## src/rtl/shift_rotate_seq.sv

```systemverilog
// Iterative shift/rotate unit: one power-of-two stage per clock (SLL/SRL/SRA/ROR).
// Optional macro SHIFT_ROTATE_EARLY_DONE_EN ends SHIFT once no higher amount bits remain.
module shift_rotate_seq #(
  parameter int WIDTH = 8,
  parameter int AMT_W = 8
) (
  input  logic             clk_i,
  input  logic             reset_i,
  input  logic             start_i,
  input  logic [1:0]       mode_i,
  input  logic [WIDTH-1:0] data_in_i,
  input  logic [AMT_W-1:0] amt_i,
  output logic [WIDTH-1:0] data_out_o,
  output logic             busy_o,
  output logic             done_o
);
  localparam int STAGES = $clog2(WIDTH);
  localparam int K_W    = (STAGES > 1) ? $clog2(STAGES) : 1;

  localparam logic [1:0] M_SLL = 2'b00;
  localparam logic [1:0] M_SRL = 2'b01;
  localparam logic [1:0] M_SRA = 2'b10;
  localparam logic [1:0] M_ROR = 2'b11;

  typedef enum logic [1:0] {S_IDLE, S_SHIFT, S_DONE} state_t;

  state_t             state_q, state_d;
  logic [WIDTH-1:0]   work_q, work_d;
  logic [1:0]         mode_q, mode_d;
  logic [STAGES-1:0]  amt_q, amt_d;
  logic [K_W-1:0]     k_q, k_d;

  logic [31:0]        amt_ext;
  logic               ovf;
  logic [31:0]        sh;
  logic [WIDTH-1:0]   shifted;
  logic               last_stage;

  assign amt_ext = 32'(amt_i);
  // Rotates wrap, so only linear shifts can overflow past the operand width
  assign ovf     = (mode_i != M_ROR) && (amt_ext >= 32'(WIDTH));
  assign sh      = 32'd1 << k_q;

  always_comb begin
    shifted = work_q;
    case (mode_q)
      M_SLL:   shifted = work_q << sh;
      M_SRL:   shifted = work_q >> sh;
      M_SRA:   shifted = $signed(work_q) >>> sh;
      default: shifted = (work_q >> sh) | (work_q << (32'(WIDTH) - sh));
    endcase
  end

`ifdef SHIFT_ROTATE_EARLY_DONE_EN
  assign last_stage = (k_q == K_W'(STAGES - 1)) ||
                      ((32'(amt_q) >> (32'(k_q) + 32'd1)) == 32'd0);
`else
  assign last_stage = (k_q == K_W'(STAGES - 1));
`endif

  always_comb begin
    state_d = state_q;
    work_d  = work_q;
    mode_d  = mode_q;
    amt_d   = amt_q;
    k_d     = k_q;
    case (state_q)
      S_SHIFT: begin
        if (amt_q[k_q]) work_d = shifted;
        k_d = k_q + K_W'(1);
        if (last_stage) begin
          state_d = S_DONE;
          k_d     = '0;
        end
      end
      default: begin
        if (state_q == S_DONE) state_d = S_IDLE;
        if (start_i) begin
          state_d = S_SHIFT;
          mode_d  = mode_i;
          k_d     = '0;
          if (ovf) begin
            amt_d  = '0;
            work_d = (mode_i == M_SRA) ? {WIDTH{data_in_i[WIDTH-1]}} : '0;
          end else begin
            amt_d  = amt_ext[STAGES-1:0];
            work_d = data_in_i;
          end
        end
      end
    endcase
  end

  always_ff @(posedge clk_i) begin
    if (reset_i) begin
      state_q <= S_IDLE;
      work_q  <= '0;
      mode_q  <= '0;
      amt_q   <= '0;
      k_q     <= '0;
    end else begin
      state_q <= state_d;
      work_q  <= work_d;
      mode_q  <= mode_d;
      amt_q   <= amt_d;
      k_q     <= k_d;
    end
  end

  assign data_out_o = work_q;
  assign busy_o     = (state_q == S_SHIFT);
  assign done_o     = (state_q == S_DONE);

endmodule

```

## config.mk

```make
export PLATFORM = sky130hd
export DESIGN_NAME = shift_rotate_seq
export DESIGN_NICKNAME = d
export VERILOG_FILES = /design/src/rtl/shift_rotate_seq.sv
export SDC_FILE = /design/constraint.sdc
export NUM_CORES = 1
export LEC_CHECK = 0
export CAP_MARGIN = 25
export CORE_MARGIN = 10
export CORE_UTILIZATION = 44
export DETAILED_ROUTE_END_ITERATION = 7
export PLACE_DENSITY = 0.7
export SYNTH_ARGS = -nofsm -noshare
export SYNTH_HDL_FRONTEND = slang
export SYNTH_SLANG_ARGS = --single-unit
```

## constraint.sdc

```tcl
create_clock -name clk_i -period 2.63 [get_ports clk_i]
set_clock_uncertainty 0.15 [all_clocks]
set_input_delay 0.526 -clock clk_i [delete_from_list [all_inputs] [get_ports clk_i]]
set_output_delay 0.526 -clock clk_i [all_outputs]
set_load 0.05 [all_outputs]
```

Word level (Yosys, flattened, before mapping) --
Cells that the tools add are included.
Storage, ports and cells: input bits 21, flip-flop bits (word level) 17, word-level logic and storage cells 48, output and inout port bits 10
Operators by class: shift-type cells 5, reduce and logical (&&, ||, !) cells 7, $lt $le $gt $ge 2, multiplexer cells 16, $add $sub $neg 2, bitwise operators 2, equal/unequal tests 9
Operators with widths (count):
- << shifter 8 x 32 -> 8 bit | 2
- two-way mux 8 bit | 5
- << shifter 1 x 2 -> 32 bit (first input constant) | 1
- right shift 8 x 32 -> 8 bit | 1
- >>> shifter 8 x 32 -> 8 bit | 1
- subtractor 4 x 32 -> 32 bit (first input constant) | 1
- one-hot mux 8 bit (3 select lines) | 1
- two-way mux 2 bit | 7
- == test 2 bit (second input constant) | 4
- >= comparator 8 x 4 -> 1 bit (second input constant) | 1
- bitwise OR 8 bit | 1
- AND reduction 2 bit | 3
- == test 2 x 1 -> 1 bit (second input constant) | 2
- != test 2 x 1 -> 1 bit (second input constant) | 2
- less-than comparator 2 x 3 -> 1 bit (second input constant) | 1
- two-way mux 3 bit | 1
- nonzero test 3 bit | 1
- adder 2 x 1 -> 2 bit (second input constant) | 1
- binary-select mux 1 bit (select 2 bit) | 1
- zero test 2 bit | 1
- != test 2 bit (second input constant) | 1
- nonzero test 2 bit | 1
- logical AND 1 bit | 1
- two-way mux 1 bit | 1
- NOT 1 bit | 1

Depth between registers and ports, before layout --
Gate-level depths: netlist of the first run.
depth in word-level cells 7, mapped depth 7, depth with buffers taken out 6

Worst setup path before layout of the first run --
OpenSTA, ideal clock, no wires.
path type register to register, start point reg work_q[3] (netlist: data_out_o[3]), end point reg work_q[3] (netlist: data_out_o[3]), path buffers 1, cell stages (with the launch flop) 6, period minus slack after synthesis 1991 ps, setup slack 639 ps, arrival time 1770 ps, required time 2410 ps, cells stage by stage dfxtp_1 > clkbuf_1 > a211oi_1 > o311a_1 > or3_1 > a21oi_1
On the way: longest elaborated chain between the ends 5, elaborated cells between the ends (all ways) 8, classes of those cells shift (4); mux (3); bitwise (1)
Ends and longest elaborated chain:
- start, declared | RTL line 28 | logic [WIDTH-1:0] work_q, work_d;
- start signal, assigned | RTL line 103 | work_q <= work_d;
- right shift 8 x 32 -> 8 bit or << shifter 8 x 32 -> 8 bit (tied branches) | RTL line 48, 50
- bitwise OR 8 bit | RTL line 50 | default: shifted = (work_q >> sh) | (work_q << (32'(WIDTH) - sh));
- one-hot mux 8 bit (3 select lines) (*) | RTL line 46 | case (mode_q)
- two-way mux 8 bit (*) | RTL line 69 | if (amt_q[k_q]) work_d = shifted;
- two-way mux 8 bit (*) | RTL line 67 | case (state_q)
Mark *: on every way between the ends. The rest lies on a longest branch, timed or not. The select of a mux whose other input is x is not followed. A chain may end at the register's enable or synchronous reset.

Worst setup path after layout of the first run --
start point reg work_q[2] (netlist: data_out_o[2]), end point out data_out_o[2]
RTL lines:
- end, declared | RTL line 13 | output logic [WIDTH-1:0] data_out_o,
No word-level cell between the ends.

==> metrics.txt, run 1 <==
# TYPE chip_impl_metric gauge
chip_impl_info{name="run_status",value="completed"} 1
chip_impl_metric{name="die_h",unit="µm"} 79.3
chip_impl_metric{name="groute.usage.overall",unit=""} 0.139
chip_impl_info{name="rsz0062_at_grt",value="no"} 1
chip_impl_metric{name="switchingPower",unit="mW"} 0.285
chip_impl_info{name="netlist_top_cells_area",value="dfxtp_1, mux2i_1, a21oi_1"} 1
chip_impl_metric{name="seqPwrFrac",unit=""} 0.420
chip_impl_metric{name="crit_buf_inv",unit=""} 1
chip_impl_metric{name="nNetsFinal",unit=""} 242
chip_impl_metric{name="cts.reportedPaths.clkPinSlew",unit="ns"} 0.11
chip_impl_metric{name="post_cts_resize_count",unit=""} 0
chip_impl_info{name="crit_family",value="buffers and inverters"} 1
chip_impl_metric{name="intPower",unit="mW"} 0.459
chip_impl_metric{name="core",unit="mm²"} 0.00336
chip_impl_metric{name="report.final.hold_viol_count",unit=""} 0
chip_impl_metric{name="post_cts.repair.setup_buffers",unit=""} 0
chip_impl_metric{name="grt_pass1_vias",unit=""} 1544
chip_impl_metric{name="crit_fanout",unit=""} 10
chip_impl_metric{name="gr-usage-met3",unit=""} 0.0259
chip_impl_metric{name="routed_wirelength",unit="mm"} 4.45
chip_impl_info{name="root_buffer",value="clkbuf_4"} 1
chip_impl_metric{name="vias_per_cell",unit=""} 6.13
chip_impl_metric{name="final_replace_weighted_congestion",unit=""} 0.875
chip_impl_metric{name="antenna-diode-count",unit=""} 0
chip_impl_metric{name="power.density",unit="mW/mm²"} 397
chip_impl_metric{name="synth_compound_gate_area_share",unit=""} 0.334
chip_impl_metric{name="utilization",unit=""} 0.557
chip_impl_metric{name="final.period_utilization",unit=""} 0.929
chip_impl_metric{name="antenna_violating_nets_post_route",unit=""} 0
chip_impl_metric{name="timing.final.max_slew_violations",unit=""} 0
chip_impl_metric{name="post_synth_xor_area_fraction",unit=""} 0
chip_impl_metric{name="yosysWarningCount",unit=""} 0
chip_impl_metric{name="post_cts_hold_buffer_count",unit=""} 0
chip_impl_metric{name="synthDominantCellAreaShare",unit=""} 0.220
chip_impl_metric{name="routed_wire_length_per_instance",unit="µm"} 16.7
chip_impl_metric{name="die-width",unit="µm"} 79.3
chip_impl_metric{name="first_pass_grt_wire_length",unit="mm"} 7.38
chip_impl_metric{name="tritoncts.num_buffers",unit=""} 3
chip_impl_metric{name="synth_adder_area_share",unit=""} 0
chip_impl_metric{name="synth_simple_gate_area_share",unit=""} 0.236
chip_impl_metric{name="mappedNetlistArea",unit="mm²"} 0.00155
chip_impl_metric{name="htree_num_levels",unit=""} 1
chip_impl_metric{name="swShare",unit=""} 0.383
chip_impl_metric{name="routed-via-count",unit=""} 1630
chip_impl_metric{name="clock_latency_reported_for_the_late_side_of_the_worst_skew_pair",unit="ns"} 0.30
chip_impl_metric{name="clockPowerShare",unit=""} 0.199
chip_impl_info{name="critical_path.endpoint_type",value="primary output"} 1
chip_impl_metric{name="p_leak",unit="nW"} 0.627
chip_impl_info{name="combinational_family_with_the_most_area_after_synthesis",value="compound AO/OA/AOI/OAI gates"} 1
chip_impl_metric{name="fmaxAchievable",unit="MHz"} 409
chip_impl_metric{name="antenna_violations_before_repair",unit=""} 0
chip_impl_metric{name="power.combinational.fraction",unit=""} 0.381
chip_impl_metric{name="top_level_ports",unit=""} 31
chip_impl_metric{name="post_route_drc_violation_count",unit=""} 0
chip_impl_metric{name="timing.max_cap.violations",unit=""} 0
chip_impl_metric{name="async_flop_share",unit=""} 0
chip_impl_info{name="critical_path.cell_chain",value="clkdlybuf4s50_1"} 1
chip_impl_info{name="setup.worst_path.class",value="reg2out"} 1
chip_impl_metric{name="global_route.usage.met2",unit=""} 0.219
chip_impl_metric{name="timing.final.crit_period",unit="ns"} 2.44
chip_impl_metric{name="synthesized_instance_count",unit=""} 198
chip_impl_metric{name="post_route_cells_drive_above_1_share",unit=""} 0.105
chip_impl_info{name="synthFlopType",value="dfxtp_1"} 1
chip_impl_metric{name="worst_pin_slew",unit="ns"} 0.657
chip_impl_metric{name="totalNegativeSetupSlack",unit="ns"} 0
chip_impl_metric{name="grtUsageMet1",unit=""} 0.181
chip_impl_metric{name="clock_sinks",unit=""} 17
chip_impl_metric{name="grt.overflow.total",unit=""} 0
chip_impl_info{name="synth_area_leader_cell",value="dfxtp_1"} 1
chip_impl_metric{name="critPathMaxStageDelay",unit="ns"} 0.89
chip_impl_info{name="grt-busiest-layer",value="met2"} 1
chip_impl_metric{name="ys_seq_area_frac",unit=""} 0.220
chip_impl_metric{name="syn-mean-instance-area",unit="µm²"} 7.80
chip_impl_metric{name="worst_ep_arrival_time",unit="ns"} 1.77
chip_impl_metric{name="synth.net_count",unit=""} 219
chip_impl_metric{name="area_growth_syn_to_layout",unit="%"} 21.1
chip_impl_metric{name="grt_max_degree",unit=""} 23
chip_impl_metric{name="initial_core_util",unit=""} 0.459
chip_impl_metric{name="max-clock-path-buffers",unit=""} 2
chip_impl_metric{name="required",unit="ns"} 1.95
chip_impl_info{name="cpMaxStageDelayCell",value="clkdlybuf4s50_1"} 1
chip_impl_metric{name="core.rowCount",unit=""} 21
chip_impl_metric{name="first_iter_violations",unit=""} 251
chip_impl_metric{name="place.detailed.hpwl",unit="mm"} 3.30
chip_impl_info{name="min_path_type",value="reg2reg"} 1
chip_impl_info{name="tritoncts",value="built"} 1
chip_impl_metric{name="max_slew_margin",unit=""} 0.561
chip_impl_metric{name="peakVddDrop",unit="mV"} 0.245
chip_impl_info{name="synth_top_cells_by_count",value="dfxtp_1, nand2_1, a21oi_1"} 1
chip_impl_metric{name="ffs_latches_synth",unit=""} 17
chip_impl_metric{name="number_of_distinct_library_cell_variants_in_the_gate_level_netlist_after_synthesis",unit=""} 53
chip_impl_metric{name="setup_viol_count_final",unit=""} 0
chip_impl_metric{name="synth_enable_flop_cells",unit=""} 0
chip_impl_metric{name="dieArea",unit="mm²"} 0.00628
chip_impl_metric{name="port_buffers",unit=""} 30
chip_impl_metric{name="synth_mux_area_frac",unit=""} 0.109
chip_impl_metric{name="length_of_the_first_detailed_routing_pass_in_iterations",unit=""} 5
chip_impl_info{name="crit_path_launch_type",value="flop"} 1
## power groups by stage
stage | Combinational, mW | Sequential (mW) | Clock, mW
after detailed placement | 0.280 | 0.317 | 0
after floorplan | 0.172 | 0.332 | 0
after global routing | 0.306 | 0.317 | 0.162
after global placement | 0.276 | 0.317 | 0
after CTS | 0.281 | 0.311 | 0.152
final | 0.284 | 0.312 | 0.148
## routing by layer
layer,vias up,share of wire
met1,762,0.44
met5,-,0
met3,6,0.077
met2,70,0.46
li1,792,-
met4,0,0.016
## sequential cells by signal, summed over array words and instances, names as in the netlist
name        flops
k_q             2
state_q         2
data_out_o      8
amt_q           3
mode_q          2
## logic make-up (layout without fill, tap and decap cells)
family	after synthesis	count (layout)
AND/OR/NAND/NOR	69	69
buffers and inverters	27	49
flip-flops	17	17
multiplexers	14	14
AO/OA/AOI/OAI	71	71
## layout make-up
cell class / instances / area (µm²)
Clock buffer: 3 / 22.5
Clock inverter: 1 / 5.00
Fill cell: 328 / 1490
Inverter: 7 / 26.3
Multi-Input combinational cell: 154 / 1050
Sequential cell: 17 / 340
Tap cell: 46 / 57.6
Timing Repair Buffer: 38 / 370
## worst register-to-register path: cells and delay by family, from the launching register on
family / cells / cell delay (ns)
buffers and inverters: 1 / 0.32
AND/OR/NAND/NOR: 2 / 0.38
multiplexers: 1 / 0.36
AO/OA/AOI/OAI: 2 / 0.18
flip-flops: 1 / 0.76
## final timing paths
| kind | start | end | slack (ns) | cells after the start |
|---|---|---|---|---|
| worst max-delay path | data_out_o[2] | data_out_o[2] | 0.19 | 1 |
| worst min-delay path | amt_q[0] | amt_q[0] | 0.32 | 2 |
| worst max register to register | k_q[1] | data_out_o[1] | 0.37 | 6 |
| worst min register to register | amt_q[0] | amt_q[0] | 0.32 | 2 |
## cells in the final DEF (no fill, tap or decap), drive strengths merged, types with 4 or more instances in the layout
cell type	instances
dfxtp	17
o21ai	8
nand2b	10
buf	9
a221oi	4
nor3	4
clkdlybuf4s50	29
nor2b	5
nor2	11
a21oi	16
nand2	17
nand3b	4
mux2i	9
inv	7
a21o	4
a31oi	6
a211oi	9
nand4	4
## metrics by stage
| stage | instance area, µm² | worst slack (ns) | std cells | total power [mW] | hold slack (ns) |
|---|---|---|---|---|---|
| after floorplan | 1550 | 0.639 | 198 | 0.505 | 0.281 |
| after global placement | 1840 | 0.280 | 262 | 0.593 | 0.298 |
| after detailed placement | 1840 | 0.200 | 262 | 0.597 | 0.307 |
| after CTS | 1870 | 0.191 | 266 | 0.744 | 0.323 |
| after global routing | 1870 | 0.113 | 266 | 0.784 | 0.342 |
| final | 1870 | 0.187 | 266 | 0.744 | 0.318 |
Power figures use the tool's default switching activity.
==> run 2: changes to the inputs <==
--- a/config.mk
+++ b/config.mk
@@ -8,8 +8,11 @@
 export CAP_MARGIN = 25
 export CORE_MARGIN = 10
 export CORE_UTILIZATION = 44
+export CTS_CLUSTER_SIZE = 20
 export DETAILED_ROUTE_END_ITERATION = 7
-export PLACE_DENSITY = 0.7
+export DONT_BUFFER_PORTS = 1
+export PLACE_DENSITY = 0.59
+export SETUP_SLACK_MARGIN = 0.3
 export SYNTH_ARGS = -nofsm -noshare
 export SYNTH_HDL_FRONTEND = slang
 export SYNTH_SLANG_ARGS = --single-unit
==> run 2 against run 1 <==
Sequential cell count did not move. Cell area fell by 15%. Setup slack improved by 0.32 ns. Clock power fell by 7%. Power fell by 8.2%. Sequential share of layout area rose by 3.3 points. Clock-buffer cell count rose by 1. First-iteration DRC count fell by 44%. Critical path type is now reg2reg. Critical endpoint is now data_out_o[5]. Highest routed layer unchanged.
==> metrics.txt, run 2 (synthesis results as in run 1) <==
# TYPE chip_impl_metric gauge
chip_impl_metric{name="switchingPower",unit="mW"} 0.261
chip_impl_metric{name="area_growth_syn_to_layout",unit="%"} 3.00
chip_impl_metric{name="placement.setup.worst_slack",unit="ns"} 0.378
chip_impl_metric{name="report.final.hold_viol_count",unit=""} 0
chip_impl_metric{name="timing.final.max_slew_violations",unit=""} 0
chip_impl_metric{name="intPower",unit="mW"} 0.422
chip_impl_info{name="tritoncts",value="built"} 1
chip_impl_metric{name="dieArea",unit="mm²"} 0.00628
chip_impl_metric{name="post_route_cells_drive_above_1_share",unit=""} 0.134
chip_impl_info{name="final_cell_mix",value="nand2_1, a21oi_1, dfxtp_1, buf_4, nor2_1"} 1
chip_impl_metric{name="largest_register_ffs",unit=""} 8
chip_impl_metric{name="nNetsFinal",unit=""} 216
chip_impl_metric{name="setup_viol_count_final",unit=""} 0
chip_impl_metric{name="place.detailed.hpwl",unit="mm"} 3.52
chip_impl_metric{name="swShare",unit=""} 0.382
chip_impl_metric{name="max-clock-path-buffers",unit=""} 2
chip_impl_metric{name="routed_wirelength",unit="mm"} 4.63
chip_impl_metric{name="die_h",unit="µm"} 79.3
chip_impl_metric{name="initial_core_util",unit=""} 0.459
chip_impl_info{name="min_path_type",value="in2reg"} 1
chip_impl_metric{name="cts.reportedPaths.clkPinSlew",unit="ns"} 0.09
chip_impl_metric{name="crit_fanout",unit=""} 13
chip_impl_metric{name="post_cts_hold_buffer_count",unit=""} 0
chip_impl_metric{name="routed-via-count",unit=""} 1543
chip_impl_metric{name="timing.final.crit_period",unit="ns"} 2.12
chip_impl_metric{name="final.period_utilization",unit=""} 0.807
chip_impl_metric{name="die-width",unit="µm"} 79.3
chip_impl_metric{name="htree_num_levels",unit=""} 1
chip_impl_metric{name="max_slew_margin",unit=""} 0.466
chip_impl_metric{name="core.rowCount",unit=""} 21
chip_impl_metric{name="fmaxAchievable",unit="MHz"} 471
chip_impl_metric{name="post_route_drc_violation_count",unit=""} 0
chip_impl_metric{name="utilization",unit=""} 0.473
chip_impl_metric{name="seqPwrFrac",unit=""} 0.470
chip_impl_metric{name="groute.usage.overall",unit=""} 0.146
chip_impl_metric{name="grtUsageMet1",unit=""} 0.177
chip_impl_metric{name="antenna_violations_before_repair",unit=""} 0
chip_impl_metric{name="power.density",unit="mW/mm²"} 429
chip_impl_metric{name="antenna_violating_nets_post_route",unit=""} 0
chip_impl_metric{name="post_cts.repair.setup_buffers",unit=""} 0
chip_impl_metric{name="final_replace_weighted_congestion",unit=""} 0.867
chip_impl_metric{name="vias_per_cell",unit=""} 6.43
chip_impl_metric{name="grt.overflow.total",unit=""} 0
chip_impl_info{name="critical_path.endpoint_type",value="flop"} 1
chip_impl_info{name="commonest_non_fill_non_tap_cell_in_the_layout",value="nand2_1"} 1
chip_impl_metric{name="whs",unit="ns"} 0.147
chip_impl_metric{name="global_route.usage.met2",unit=""} 0.241
chip_impl_metric{name="first_pass_grt_wire_length",unit="mm"} 7.53
chip_impl_metric{name="p_leak",unit="nW"} 0.529
chip_impl_metric{name="power.combinational.fraction",unit=""} 0.328
chip_impl_metric{name="clock_latency_reported_for_the_late_side_of_the_worst_skew_pair",unit="ns"} 0.28
chip_impl_info{name="setup.worst_path.class",value="reg2reg"} 1
chip_impl_metric{name="timing.max_cap.violations",unit=""} 0
chip_impl_metric{name="p_total",unit="mW"} 0.683
chip_impl_metric{name="clock_sinks",unit=""} 17
chip_impl_metric{name="antenna-diode-count",unit=""} 0
chip_impl_metric{name="clockPowerShare",unit=""} 0.202
chip_impl_metric{name="port_buffers",unit=""} 0
chip_impl_metric{name="routed_wire_length_per_instance",unit="µm"} 19.3
chip_impl_info{name="run_status",value="completed"} 1
chip_impl_metric{name="required",unit="ns"} 2.65
chip_impl_info{name="rsz0062_at_grt",value="no"} 1
chip_impl_info{name="crit_path_launch_type",value="flop"} 1
chip_impl_metric{name="peakVddDrop",unit="mV"} 0.321
chip_impl_metric{name="length_of_the_first_detailed_routing_pass_in_iterations",unit=""} 4
chip_impl_metric{name="totalNegativeSetupSlack",unit="ns"} 0
chip_impl_metric{name="top_level_ports",unit=""} 31
chip_impl_metric{name="worst_pin_slew",unit="ns"} 0.800
chip_impl_metric{name="worst_setup_slack_after_layout",unit="ns"} 0.508
chip_impl_metric{name="core",unit="mm²"} 0.00336
chip_impl_metric{name="worst_ep_arrival_time",unit="ns"} 2.14
chip_impl_metric{name="grt_max_degree",unit=""} 24
chip_impl_metric{name="first_iter_violations",unit=""} 141
chip_impl_info{name="root_buffer",value="clkbuf_4"} 1
chip_impl_metric{name="tritoncts.num_buffers",unit=""} 3
chip_impl_info{name="grt-busiest-layer",value="met2"} 1
chip_impl_metric{name="grt_pass1_vias",unit=""} 1481
chip_impl_metric{name="gr-usage-met3",unit=""} 0.0473
## run 2: cell count changes in the layout (fill, tap and decap cells not counted), sizes merged
cell           delta
buf               +3
clkbuf            +1
clkdlybuf4s50    -29
clkinv            -1
## run 2: metal layers
metal / vias up / wire length, µm
met1: 736 / 2040
met3: 2 / 478
met4: 0 / 17
met5: - / 0
li1: 743 / -
met2: 62 / 2090
## run 2: worst max-delay path: stages (launching register included)
cell and delay (ns):
dfxtp_1 0.59, buf_4 0.29, nor2_1 0.11, mux2_1 0.34, a311oi_1 0.38, o31ai_1 0.14
## run 2: path summary, 6_finish.rpt
kind / startpoint / slack, ns / end / cells past startpoint
max: k_q[0] / 0.51 / data_out_o[5] / 5
min reg2reg: amt_q[2] / 0.32 / amt_q[2] / 2
min: reset_i / 0.15 / data_out_o[6] / 1
max reg2reg: k_q[0] / 0.51 / data_out_o[5] / 5
## run 2: cell type report
class	count	area (µm²)
Timing Repair Buffer	12	90.1
Inverter	7	26.3
Multi-Input combinational cell	154	1050
Sequential cell	17	342
Fill cell	371	1770
Tap cell	46	57.6
Clock buffer	4	26.3
## run 2: per-stage QoR
stage,std cells,instance area [µm²]
after floorplan,198,1550
after global placement,236,1560
after detailed placement,236,1560
after CTS,240,1590
after global routing,240,1590
final,240,1590
## run 2: timing repair
item	4_1_cts	5_1_grt
resized for setup	0	1
endpoints found under the hold margin	0	0
setup endpoints to repair	0	7
## run 2: power by group through the flow
stage | clock network, mW | registers, mW | logic (mW)
3_5_place_dp | 0 | 0.327 | 0.222
5_1_grt | 0.154 | 0.324 | 0.245
6_report | 0.138 | 0.321 | 0.224
2_1_floorplan | 0 | 0.332 | 0.172
3_3_place_gp | 0 | 0.326 | 0.220
4_1_cts | 0.144 | 0.320 | 0.223
==> run 3: changes to the inputs <==
==> constraint.sdc (replaced) <==
create_clock -name clk_i -period 2 [get_ports clk_i]
set_clock_uncertainty 0.15 [all_clocks]
set_input_delay 0.4 -clock clk_i [delete_from_list [all_inputs] [get_ports clk_i]]
set_output_delay 0.4 -clock clk_i [all_outputs]
set_load 0.05 [all_outputs]
==> run 3 against run 2 <==
The flow now finishes with violations (negative hold slack). Maximum frequency is 19% higher. Register-to-register slack worse by 0.30 ns. Core utilization is 14 points higher. Largest cell class unchanged. Highest routed layer unchanged.
==> metrics.txt, run 3 (synthesis results as in run 1) <==
# TYPE chip_impl_metric gauge
chip_impl_info{name="run_status",value="complete, but fails checks"} 1
chip_impl_info{name="violations_in_the_final_reports",value="negative hold slack"} 1
chip_impl_metric{name="nNetsFinal",unit=""} 245
chip_impl_metric{name="port_buffers",unit=""} 0
chip_impl_metric{name="grt_max_degree",unit=""} 19
chip_impl_info{name="r2r-end",value="data_out_o[7]"} 1
chip_impl_metric{name="antenna-diode-count",unit=""} 0
chip_impl_metric{name="groute.usage.overall",unit=""} 0.163
chip_impl_metric{name="worst_hold_path.num_cells",unit=""} 1
chip_impl_metric{name="vias_per_cell",unit=""} 6.38
chip_impl_metric{name="setup_viol_count_final",unit=""} 0
chip_impl_metric{name="max_slew_margin",unit=""} 0.689
chip_impl_metric{name="place.detailed.hpwl",unit="mm"} 3.54
chip_impl_metric{name="cts.reportedPaths.clkPinSlew",unit="ns"} 0.10
chip_impl_info{name="worstHoldEndpoint",value="data_out_o[6]"} 1
chip_impl_info{name="crit_path_launch_type",value="flop"} 1
chip_impl_metric{name="length_of_the_first_detailed_routing_pass_in_iterations",unit=""} 5
chip_impl_info{name="rr_startpoint",value="k_q[0]"} 1
chip_impl_metric{name="fmaxAchievable",unit="MHz"} 559
chip_impl_metric{name="p_leak",unit="nW"} 0.728
chip_impl_info{name="setup.worst_path.class",value="reg2reg"} 1
chip_impl_metric{name="final.period_utilization",unit=""} 0.895
chip_impl_info{name="final_cell_mix",value="buf_4, a21oi_1, nand2_1"} 1
chip_impl_metric{name="max-clock-path-buffers",unit=""} 2
chip_impl_metric{name="antenna_violations_before_repair",unit=""} 0
chip_impl_metric{name="routed_wire_length_per_instance",unit="µm"} 20.2
chip_impl_metric{name="core",unit="mm²"} 0.00336
chip_impl_metric{name="peakVddDrop",unit="mV"} 0.280
chip_impl_metric{name="antenna_violating_nets_post_route",unit=""} 0
chip_impl_metric{name="crit_buf_inv",unit=""} 1
chip_impl_metric{name="power.density",unit="mW/mm²"} 501
chip_impl_metric{name="routed-via-count",unit=""} 1716
chip_impl_metric{name="post_route_cells_drive_above_1_share",unit=""} 0.399
chip_impl_metric{name="timing.max_cap.violations",unit=""} 0
chip_impl_metric{name="first_iter_violations",unit=""} 190
chip_impl_metric{name="timing.final.crit_period",unit="ns"} 1.79
chip_impl_metric{name="finish.cell_count_without_fillers",unit=""} 269
chip_impl_metric{name="die-width",unit="µm"} 79.3
chip_impl_metric{name="initial_core_util",unit=""} 0.459
chip_impl_metric{name="grt_pass1_vias",unit=""} 1615
chip_impl_info{name="min_path_type",value="in2reg"} 1
chip_impl_metric{name="dieArea",unit="mm²"} 0.00628
chip_impl_metric{name="area_growth_syn_to_layout",unit="%"} 33.0
chip_impl_metric{name="report.final.hold_viol_count",unit=""} 2
chip_impl_metric{name="totalNegativeSetupSlack",unit="ns"} 0
chip_impl_info{name="crit_family",value="compound AO/OA/AOI/OAI gates"} 1
chip_impl_info{name="holdCritStartpoint",value="reset_i"} 1
chip_impl_metric{name="whs",unit="ns"} -0.000879
chip_impl_metric{name="filler_cell_count",unit=""} 307
chip_impl_metric{name="required",unit="ns"} 2.05
chip_impl_metric{name="critPathMaxStageDelay",unit="ns"} 0.49
chip_impl_info{name="critical_path.cell_chain",value="buf_6, mux4_2, a311oi_2, a211o_1, a21oi_1"} 1
chip_impl_metric{name="worstRegToRegCells",unit=""} 5
chip_impl_metric{name="rrSetupSlack",unit="ns"} 0.21
chip_impl_metric{name="crit_fanout",unit=""} 4
chip_impl_metric{name="tritoncts.num_buffers",unit=""} 3
chip_impl_metric{name="first_pass_grt_wire_length",unit="mm"} 8.34
chip_impl_info{name="commonest_non_fill_non_tap_cell_in_the_layout",value="buf_4"} 1
chip_impl_metric{name="placed_cells",unit=""} 248
chip_impl_metric{name="largest_register_ffs",unit=""} 8
chip_impl_metric{name="clock_latency_reported_for_the_late_side_of_the_worst_skew_pair",unit="ns"} 0.29
chip_impl_metric{name="worst_ep_arrival_time",unit="ns"} 1.84
chip_impl_info{name="critical_path.endpoint_type",value="flop"} 1
chip_impl_metric{name="routed_wirelength",unit="mm"} 5.43
chip_impl_metric{name="clock_sinks",unit=""} 17
chip_impl_info{name="root_buffer",value="clkbuf_4"} 1
chip_impl_metric{name="post_route_drc_violation_count",unit=""} 0
chip_impl_metric{name="worst_pin_slew",unit="ns"} 0.467
chip_impl_info{name="cpMaxStageDelayCell",value="mux4_2"} 1
chip_impl_metric{name="top_level_ports",unit=""} 31
chip_impl_metric{name="die_h",unit="µm"} 79.3
chip_impl_metric{name="htree_num_levels",unit=""} 1
chip_impl_metric{name="core.rowCount",unit=""} 21
chip_impl_info{name="rsz0062_at_grt",value="yes"} 1
chip_impl_info{name="tritoncts",value="built"} 1
chip_impl_metric{name="grt.overflow.total",unit=""} 0
chip_impl_metric{name="timing.final.max_slew_violations",unit=""} 0
chip_impl_metric{name="final_replace_weighted_congestion",unit=""} 0.883
run 3: cell types whose count changed in the layout (fill, tap and decap cells not counted), moves of 3 or more:
cell	before	now
dfxtp_4	0	8
dfxtp_1	16	3
buf_8	0	3
buf_4	12	28
nand2b_4	0	5
a31oi_1	6	3
nand2b_1	10	5
buf_6	0	9
dfxtp_2	1	6
run 3: report_power, final:
| part | internal (mW) | switching, mW | leakage [nW] |
|---|---|---|---|
| registers | 0.360 | 0.0726 | 0.147 |
| clock network | 0.0744 | 0.114 | 0.0177 |
| logic | 0.197 | 0.212 | 0.563 |
run 3: cell type report:
| type | count | area [µm²] | area share |
|---|---|---|---|
| clock buffers | 3 | 22.5 | 0.0110 |
| clock inverters | 1 | 5.00 | 0.00243 |
| inverters | 7 | 26.3 | 0.0128 |
| multi-input cells | 154 | 1190 | 0.579 |
| flip-flops and latches | 17 | 378 | 0.184 |
| well taps | 46 | 57.6 | 0.0280 |
| repair buffers | 41 | 377 | 0.183 |
run 3: stage by stage:
stage               area [µm²]  worst slack [ns]  total power [mW]  hold WS (ns)  utilization
floorplan                 1570             0.282             0.669         0.281            -
global placement          1690             0.139             0.746         0.290        0.501
detailed placement        1690            0.0874             0.749         0.293        0.501
CTS                       1940             0.242             0.993      -0.00753        0.577
global route              2060             0.128              1.08       -0.0225        0.611
finish                    2060             0.210              1.03     -0.000879        0.611
run 3: worst register-to-register path: stages, from the launching register on:
cell	delay (ns)
dfxtp_4	0.39
buf_6	0.11
mux4_2	0.49
a311oi_2	0.34
a211o_1	0.15
a21oi_1	0.05
run 3: what timing repair did:
| item | in CTS | in global routing |
|---|---|---|
| hold endpoints to repair | 8 | 14 |
| setup endpoints to repair | 9 | 8 |
| gates resized for setup | 32 | 19 |
| pin swaps | 9 | 12 |
| setup buffers | 13 | 4 |
run 3: worst max path at each step:
| stage | start | endpoint | cells after the start |
|---|---|---|---|
| 6_report | k_q[0] | data_out_o[7] | 5 |
| 5_1_grt | k_q[0] | data_out_o[1] | 5 |
| 4_1_cts | k_q[0] | data_out_o[7] | 5 |
| 3_5_place_dp | k_q[1] | data_out_o[7] | 6 |
| 3_3_place_gp | k_q[1] | data_out_o[3] | 6 |
| 2_1_floorplan | data_out_o[4] | data_out_o[3] | 5 |
run 3: metal layers:
layer / part of all wire / vias up / wire [µm] / global-route usage
li1: - / 804 / - / -
met1: 0.43 / 802 / 2350 / 0.211
met2: 0.47 / 96 / 2530 / 0.256
met3: 0.084 / 14 / 454 / 0.0439
met4: 0.018 / 0 / 95 / 0.0502
met5: 0 / - / 0 / 0
